**config.mk**
```make
export PLATFORM = sky130hd
export DESIGN_NAME = imem_loader
export DESIGN_NICKNAME = d
export VERILOG_FILES = /design/src/rtl/imem_loader_pkg.sv /design/src/rtl/imem_loader.sv
export SDC_FILE = /design/constraint.sdc
export NUM_CORES = 1
export LEC_CHECK = 0
export ABC_AREA = 1
export BUFFER_PORTS_ARGS = -buffer_cell sky130_fd_sc_hd__buf_2
export CORE_MARGIN = 4
export CORE_UTILIZATION = 45
export DETAILED_ROUTE_END_ITERATION = 10
export PLACE_DENSITY_LB_ADDON = 0.08
export SLEW_MARGIN = 25
export SYNTH_ARGS = -nofsm -noshare
export SYNTH_HDL_FRONTEND = slang
export SYNTH_SLANG_ARGS = --single-unit
export TNS_END_PERCENT = 10
```
**constraint.sdc**
```tcl
create_clock -name clk_i -period 2.1 [get_ports clk_i]
set_input_delay 0 -clock clk_i [delete_from_list [all_inputs] [get_ports clk_i]]
set_output_delay 0 -clock clk_i [all_outputs]
set_load 0.02 [all_outputs]
```
**src/rtl/imem_loader_pkg.sv**
```systemverilog
// Instruction-memory loader shared types and sizes.
// State encoding plus memory geometry used by imem_loader.
package imem_loader_pkg;

  localparam int IMEM_DEPTH = 256;
  localparam int IMEM_AW    = 8;
  localparam int WORD_W     = 32;
  localparam int CNT_W      = IMEM_AW + 1;

  typedef enum logic [1:0] {
    S_IDLE,
    S_LOAD,
    S_FILL,
    S_DONE
  } state_t;

endpackage

```
**src/rtl/imem_loader.sv**
```systemverilog
// Streams a program into instruction memory, zero-fills the rest,
// then raises start_o. Ports: clk_i/rst_i (async low), load_i,
// data_i/valid_i/last_i/ready_o beat stream, mem_we_o/mem_addr_o/
// mem_data_o write port, start_o, busy_o, count_o, overflow_o.
module imem_loader
  import imem_loader_pkg::*;
(
  input  logic              clk_i,
  input  logic              rst_i,
  input  logic              load_i,
  input  logic [WORD_W-1:0] data_i,
  input  logic              valid_i,
  input  logic              last_i,
  output logic              ready_o,
  output logic              mem_we_o,
  output logic [IMEM_AW-1:0] mem_addr_o,
  output logic [WORD_W-1:0] mem_data_o,
  output logic              start_o,
  output logic              busy_o,
  output logic [CNT_W-1:0]  count_o,
  output logic              overflow_o
);

  localparam logic [CNT_W-1:0] FULL = CNT_W'(IMEM_DEPTH);
  localparam logic [CNT_W-1:0] ONE  = CNT_W'(1);

  state_t state_q, state_n;

  // Fill pointer is one bit wider so reaching FULL marks
  // "address 255 already written" without wrapping to 0.
  logic [CNT_W-1:0]   ptr_q, ptr_n;
  logic [CNT_W-1:0]   cnt_n, cnt_inc;
  logic               ovf_n, we_n;
  logic [IMEM_AW-1:0] addr_n;
  logic [WORD_W-1:0]  data_n;

  assign cnt_inc = count_o + ONE;

  always_comb begin
    state_n = state_q;
    ptr_n   = ptr_q;
    cnt_n   = count_o;
    ovf_n   = overflow_o;
    we_n    = 1'b0;
    addr_n  = mem_addr_o;
    data_n  = mem_data_o;
    unique case (state_q)
      S_IDLE, S_DONE: begin
        if (load_i) begin
          state_n = S_LOAD;
          cnt_n   = '0;
          ovf_n   = 1'b0;
        end
      end
      S_LOAD: begin
        if (valid_i && ready_o) begin
          if (count_o == FULL) begin
            // Memory full: beat is consumed but discarded.
            ovf_n = 1'b1;
            if (last_i) state_n = S_DONE;
          end else begin
            we_n   = 1'b1;
            addr_n = count_o[IMEM_AW-1:0];
            data_n = data_i;
            cnt_n  = cnt_inc;
            if (last_i) begin
              if (cnt_inc < FULL) begin
                state_n = S_FILL;
                ptr_n   = cnt_inc;
              end else begin
                state_n = S_DONE;
              end
            end
          end
        end
      end
      S_FILL: begin
        if (ptr_q == FULL) begin
          state_n = S_DONE;
        end else begin
          we_n   = 1'b1;
          addr_n = ptr_q[IMEM_AW-1:0];
          data_n = '0;
          ptr_n  = ptr_q + ONE;
        end
      end
      default: state_n = S_IDLE;
    endcase
  end

  always_ff @(posedge clk_i or negedge rst_i) begin
    if (!rst_i) begin
      state_q    <= S_IDLE;
      ptr_q      <= '0;
      ready_o    <= 1'b0;
      mem_we_o   <= 1'b0;
      mem_addr_o <= '0;
      mem_data_o <= '0;
      start_o    <= 1'b0;
      busy_o     <= 1'b0;
      count_o    <= '0;
      overflow_o <= 1'b0;
    end else begin
      state_q    <= state_n;
      ptr_q      <= ptr_n;
      ready_o    <= (state_n == S_LOAD);
      mem_we_o   <= we_n;
      mem_addr_o <= addr_n;
      mem_data_o <= data_n;
      start_o    <= (state_n == S_DONE);
      busy_o     <= (state_n == S_LOAD) || (state_n == S_FILL);
      count_o    <= cnt_n;
      overflow_o <= ovf_n;
    end
  end

endmodule

```
==> summary.txt, run 1 <==
Status
  – Outcome: complete, no violations

Floorplan
  – Ports: 91
  – Die width: 96.72 um
  – Initial Utilization: 46.08%
  – Die height: 96.72 um
  – Core Footprint: 7687 sq um
  – Die area: 9355 sq um
  – Num rows: 32

Yosys
  – Mux contribution to synthesized area: 0%
  – Synth cell types: 26
  – Yosys warning total: 0
  – Synth Register Bits: 65
  – Post-Syn Area: 3542 sq um
  – Largest family of logic cells by synthesized area: simple AND/OR/NAND/NOR gates
  – Post-synthesis adder-cell area fraction: 2.826%
  – Synthesized Nets: 465
  – Syn avg cell area: 8.434 sq um
  – Post-synthesis sequential area ratio: 45.92%
  – Compound-Gate Fraction of Synth Area: 15.40%
  – Post-Syn Instances: 420
  – Simple-gate share of the synthesized area: 26.74%
  – Area share of xor/xnor cells in the synthesized design: 0.2473%

Layout
  – Non-filler cells, final: 655
  – Diodes inserted: 0
  – Layout cells sized above 1: 32.55%
  – Layout net count: 593
  – Area delta synth->final: 30.10%
  – FILL cells: 740

Timing
  – Final Hold Viols: 0
  – Max-slew violation count: 0
  – Max_slew headroom: 44.32%
  – Setup_tns: 0 ns
  – FMAX: 528.0 MHz
  – Final Skew: 0.008216 ns
  – Min Tclk post-route: 1.894 ns
  – Tcrit/Tclk final: 90.19%
  – Setup violators final: 0
  – Worst-Margin Slew: 0.8353 ns
  – RSZ-0062 raised after global routing: false

Critical path
  – CP Launch Type: flip-flop
  – WP data required: 2.32 ns
  – Critical Path End Type: flip-flop
  – Critical Path Fanout Max: 5
  – CP Data Arrival Time: 2.11 ns
  – Max stage delay on crit path: 0.41 ns
  – CP Buf/Inv Count: 0
  – CP cell instances: ha_1 -> nand2_1 -> nor2_4 -> nand2_1 -> nand2_1 -> nand2_1 -> nand2_1 -> nand2_1 -> a21oi_1 -> ha_1
  – Worst path slowest cell: dfrtp_1
  – Crit path top cell by count: nand2_1
  – Crit Path Class: reg -> reg
  – CP top delay family: simple AND/OR/NAND/NOR gates

GRT
  – Initial antenna violation count: 0
  – Vias in the first global route: 2,990
  – Remaining global-route overflow: 0
  – Tot GR Track Use: 18.77%
  – Largest net degree at the start of global routing: 66
  – Global-route wire length before repair: 14,580 um

Placed design
  – Post-DP HPWL: 5880 um
  – Placed insts: 606
  – Count of input and output buffers: 90
  – GPL Wtd Cong: 0.8438

Clock tree
  – Num Clock Sinks: 65
  – Num CTS Buffers: 9
  – CTS tree: yes
  – Clock Latency Late Sink: 0.34 ns
  – CTS Buffer Depth: 2
  – Clk pin slew, worst setup/hold paths: 0.08 ns
  – Root Buffer: clkbuf_8
  – H-tree levels: 3

Power
  – Int Pwr: 3.546 mW
  – Clock network fraction of total power: 19.0%
  – Combinational group share of total power: 49.7%
  – Pleak: 2.423 nW
  – Part of the power in registers: 31.3%
  – Switch Pwr: 2.792 mW
  – Sw frac: 44.05%
  – Peak supply drop: 760.9 uV
  – PD cells: 1375 nW/um^2

Routing
  – DRC errors left: 0
  – Initial DRC Count: 109
  – WL final: 8474 um
  – Routed via count: 3,166
  – Antenna viol nets, final: 0
  – Average wire per standard cell: 12.94 um
  – Vias per cell: 4.834
  – DRT Pass-1 Iters: 4

Min path
  – Hold crit path type: in -> reg

Flow run
  – Max_cap viols: 0
[final cells by class]
cell class,count,area (sq um),area share (%)
clock buffer,10,137.6,2.987
timing repair buffer,135,895.9,19.44
clock inverter,6,90.09,1.955
multi-input combinational,303,1602,34.75
tap,102,127.6,2.769
sequential,65,1627,35.30
inverter,34,128.9,2.797
[cell usage after synthesis (all sizes together)]
cell	n	area, sq um
ha	8	100.1
inv	33	123.9
dfrtp	65	1627
dlygate4sd1	3	26.28
a21oi	10	53.80
nand2	163	629.4
xnor2	1	8.760
nor2	16	80.07
buf	14	145.1
nand4	4	25.02
o22ai	9	56.30
clkinv	1	5.000
o21ai	57	435.4
clkbuf	1	13.76
and2	1	7.510
nand3	34	205.2
[power groups by stage]
stage | sequential, mW | combinational [mW] | clock [mW]
floorplan | 2.50 | 1.88 | 0
global placement | 1.99 | 3.09 | 0
detailed placement | 2.01 | 3.14 | 0
CTS | 1.99 | 3.19 | 1.25
global route | 2.05 | 3.47 | 1.31
finish | 1.98 | 3.15 | 1.20
[per-stage QoR]
stage | hold WS (ns) | setup slack (ns) | util (%) | power, mW | cell area, sq um
floorplan | -0.2956 | 0.2677 | - | 4.376 | 3542
global placement | 0.2394 | 0.2988 | 52.69 | 5.078 | 4050
detailed placement | 0.2400 | 0.1971 | 52.69 | 5.148 | 4050
CTS | 0.05294 | 0.1714 | 59.94 | 6.426 | 4608
global route | 0.1008 | 0.01752 | 59.94 | 6.831 | 4608
finish | 0.06276 | 0.2061 | 59.94 | 6.338 | 4608
[final timing paths]
path                                start        endpoint  slack [ns]  cells after the start
max reg2reg                    count_o[1]          busy_o        0.21                     10
max                            count_o[1]          busy_o        0.21                     10
min in group asynchronous           rst_i   mem_data_o[7]        0.38                      3
min reg2reg                mem_data_o[23]  mem_data_o[23]        0.48                      2
max in group asynchronous           rst_i  mem_data_o[23]        1.17                      3
min                                load_i      state_q[0]        0.06                      5
[kinds of logic after synthesis]
group / Yosys count
compound gates: 76
xor+xnor: 1
fa+ha+maj: 8
buf+inv: 52
flops: 65
simple gates: 218
[worst min-delay path, cell delays in order]
cell,delay [ns]
buf_2,0.07
inv_1,0.03
nand2_1,0.08
nor2_1,0.06
a21oi_1,0.11
[timing repair]
item / CTS / global route
gates resized for setup: 0 / 1
endpoints found under the setup margin: 0 / 5
setup buffers: 0 / 0
endpoints found under the hold margin: 97 / 0
hold buffers: 33 / 0
[layer usage]
metal  vias up  GRT usage (%)  routed length [um]
met5         -              0                   0
met4         0          3.888                  36
met3         4          5.479                 469
met2        88          29.78                4022
met1      1463          25.69                3946
li1       1611              -                   -
[flip-flops by register name (all words and copies together), names as in the netlist]
register	cells
mem_we_o	1
mem_data_o	32
overflow_o	1
mem_addr_o	8
state_q	2
ptr_q	9
ready_o	1
count_o	9
busy_o	1
start_o	1
[placed cells by master (no fill, tap or decap)]
cell / synthesis / layout
a21oi_1: 9 / 9
a21oi_2: 1 / 1
and2_2: 1 / 1
buf_12: 0 / 2
buf_2: 2 / 90
buf_4: 0 / 10
bufinv_16: 0 / 2
clkbuf_8: 1 / 10
clkinv_2: 1 / 2
clkinv_4: 0 / 1
clkinvlp_4: 0 / 1
dfrtp_1: 65 / 65
dlygate4sd3_1: 0 / 33
ha_1: 8 / 8
inv_1: 28 / 27
inv_2: 5 / 6
inv_6: 0 / 1
nand2_1: 158 / 158
nand2_2: 4 / 4
nand2_4: 1 / 1
nand3_1: 30 / 30
nand3_2: 2 / 2
nand3_4: 2 / 2
nand4_1: 4 / 4
nor2_1: 12 / 12
nor2_2: 2 / 2
nor2_4: 2 / 2
o21ai_0: 17 / 17
o21ai_2: 40 / 40
o22ai_1: 9 / 9
xnor2_1: 1 / 1
No activity file was read; power rests on OpenSTA's default activity.
==> inputs of run 2 (changes only) <==
- CORE_UTILIZATION: 45 -> 38
==> summary.txt, run 2 (same netlist as run 1, synthesis figures left out) <==
Timing
  – Worst-Margin Slew: 0.3900 ns (-0.4452 ns)
  – Tcrit/Tclk final: 91.14% (+0.96 points)
  – RSZ-0062 raised after global routing: false
  – FMAX: 522.5 MHz (-1.1%)
  – Setup violators final: 0 (unchanged)
  – Max_slew headroom: 73.97% (+30 points)
  – Min Tclk post-route: 1.914 ns (+0.02014 ns)
  – Final Skew: 0.006941 ns (-0.001274 ns)
  – Max-slew violation count: 0 (unchanged)
  – Final Hold Viols: 0 (unchanged)
  – Setup_tns: 0 ns (unchanged)

Routing
  – Average wire per standard cell: 13.37 um (+3.4%)
  – DRT Pass-1 Iters: 4 (unchanged)
  – Antenna viol nets, final: 0 (unchanged)
  – Routed via count: 3,104 (-2.0%)
  – DRC errors left: 0 (unchanged)
  – Vias per cell: 4.717 (-2.4%)
  – WL final: 8799 um (+3.8%)
  – Initial DRC Count: 211 (+94%)

GRT
  – Largest net degree at the start of global routing: 66 (unchanged)
  – Vias in the first global route: 3,005 (+0.50%)
  – Tot GR Track Use: 16.78% (-2.0 points)
  – Remaining global-route overflow: 0 (unchanged)
  – Initial antenna violation count: 0 (unchanged)
  – Global-route wire length before repair: 14,900 um (+2.2%)

Status
  – Outcome: complete, no violations

Layout
  – Largest regs: mem_data_o: 32 flops, count_o: 9 flops, ptr_q: 9 flops
  – Diodes inserted: 0 (unchanged)
  – Most flops, register: mem_data_o
  – Most frequent cells in the layout: 158 x nand2_1, 90 x buf_2, 64 x dfrtp_1
  – Layout net count: 591 (-0.34%)
  – Area delta synth->final: 29.32%
  – FILL cells: 858 (+16%)
  – Max reg flops: 32 (unchanged)
  – Most common library cell in the layout ignoring fill and taps: nand2_1
  – Layout cells sized above 1: 32.18% (-0.37 points)
  – Final instance area: 4581 sq um (-0.60%)
  – Core occupancy in the finished layout: 51.52% (-8.4 points)
  – Non-filler cells, final: 658 (+0.46%)

Critical path
  – CP Buf/Inv Count: 0 (unchanged)
  – Critical Path Fanout Max: 5 (unchanged)
  – CP Launch Type: flip-flop
  – Worst path slowest cell: dfrtp_2
  – CP cell instances: ha_1 -> nand2_1 -> nor2_4 -> nand2_1 -> nand2_1 -> nand2_1 -> nand2_1 -> nand2_1 -> a21oi_1 -> ha_1
  – Max stage delay on crit path: 0.41 ns (about the same)
  – Critical Path End Type: flip-flop
  – Crit Path Class: reg -> reg
  – WP data required: 2.32 ns (about the same)
  – CP Data Arrival Time: 2.14 ns (+0.03 ns)
  – Crit path top cell by count: nand2_1
  – CP top delay family: simple AND/OR/NAND/NOR gates

Power
  – Int Pwr: 3.388 mW (-4.4%)
  – PD cells: 1350 nW/um^2 (-1.9%)
  – Switch Pwr: 2.793 mW (about the same)
  – Peak supply drop: 603.3 uV (-21%)
  – Sw frac: 45.19% (+1.1 points)
  – Pleak: 2.399 nW (-0.97%)
  – Final Power: 6.182 mW (-2.5%)
  – Part of the power in registers: 32.2% (+0.9 points)
  – Clock network fraction of total power: 15.9% (-3.1 points)
  – Combinational group share of total power: 51.9% (+2.2 points)

Clock tree
  – CTS tree: yes
  – Num CTS Buffers: 9 (unchanged)
  – Clock Latency Late Sink: 0.34 ns (about the same)
  – Num Clock Sinks: 65 (unchanged)
  – Clk pin slew, worst setup/hold paths: 0.07 ns (about the same)
  – Root Buffer: clkbuf_8
  – CTS Buffer Depth: 2 (unchanged)
  – Post-CTS setup buffers: 0 (unchanged)
  – H-tree levels: 3 (unchanged)

Floorplan
  – Core Footprint: 8891 sq um (+16%)
  – Die height: 104.5 um (+8.1%)
  – Die area: 10,930 sq um (+17%)
  – Initial Utilization: 39.84% (-6.2 points)
  – Ports: 91 (unchanged)
  – Die width: 104.5 um (+8.1%)
  – Num rows: 34 (+6.3%)

Flow run
  – Max_cap viols: 0 (unchanged)

Placed design
  – GPL Wtd Cong: 0.8461 (+0.27%)
  – Placed insts: 610 (+0.66%)
  – Post-DP HPWL: 6129 um (+4.2%)
  – Count of input and output buffers: 90 (unchanged)
  – Dpl cell area: 4068 sq um (+0.43%)

Min path
  – Hold crit path type: in -> reg
[run 2: changes by cell type in the layout (fill, tap and decap cells not counted)]
cell,previous run,this run
buf_4,10,6
dfrtp_2,0,1
clkbuf_1,0,1
inv_6,1,0
clkinv_4,1,0
buf_12,2,4
bufinv_16,2,0
dfrtp_1,65,64
clkbuf_8,10,12
[run 2: final timing paths]
kind | from | endpoint | slack [ns] | cells after the start
max in group asynchronous | rst_i | count_o[1] | 1.60 | 3
setup reg to reg | count_o[1] | busy_o | 0.19 | 10
hold / removal | load_i | state_q[0] | 0.06 | 5
setup / recovery | count_o[1] | busy_o | 0.19 | 10
min in group asynchronous | rst_i | mem_data_o[0] | 0.20 | 3
hold reg to reg | mem_data_o[22] | mem_data_o[22] | 0.48 | 2
[run 2: power groups by stage]
| stage | clock (mW) | sequential [mW] | combinational, mW |
|---|---|---|---|
| floorplan | 0 | 2.50 | 1.88 |
| CTS | 1.03 | 1.99 | 3.26 |
| detailed placement | 0 | 2.00 | 3.21 |
| global route | 1.08 | 2.06 | 3.54 |
| global placement | 0 | 2.01 | 3.15 |
| finish | 0.985 | 1.99 | 3.21 |
[run 2: layer usage]
metal	part of all wire, %	track usage, %	routed length, um	up-vias
met5	0	0	0	-
met4	1.7	5.413	153	0
met2	45	26.52	3997	84
met3	5.3	3.699	465	14
met1	48	23.00	4183	1399
li1	-	-	-	1607
[run 2: final cells by class]
class / instances / area [sq um] / area share, %
sequential: 65 / 1628 / 35.54
timing repair buffer: 133 / 905.9 / 19.78
tap: 108 / 135.1 / 2.950
inverter: 34 / 128.9 / 2.813
clock inverter: 2 / 12.51 / 0.2731
clock buffer: 13 / 168.9 / 3.688
multi-input combinational: 303 / 1602 / 34.96
[run 2: timing repair]
| action | CTS | global route |
|---|---|---|
| hold buffers | 33 | 0 |
| endpoints found under the setup margin | 0 | 1 |
| hold endpoints to repair | 97 | 0 |
| gates resized for setup | 0 | 2 |
[run 2: tightest hold or removal path, cell delays in order]
cell and delay, ns:
buf_2 0.07, inv_1 0.03, nand2_1 0.09, nor2_1 0.06, a21oi_1 0.11
[run 2: per-stage QoR]
stage                     setup WS, ns  hold WS (ns)
after CTS                       0.1184       0.04716
after floorplan                 0.2677       -0.2956
after global routing           0.01972       0.08261
after detailed placement        0.1287       0.05377
final                           0.1860       0.05911
after global placement          0.1581       0.04992
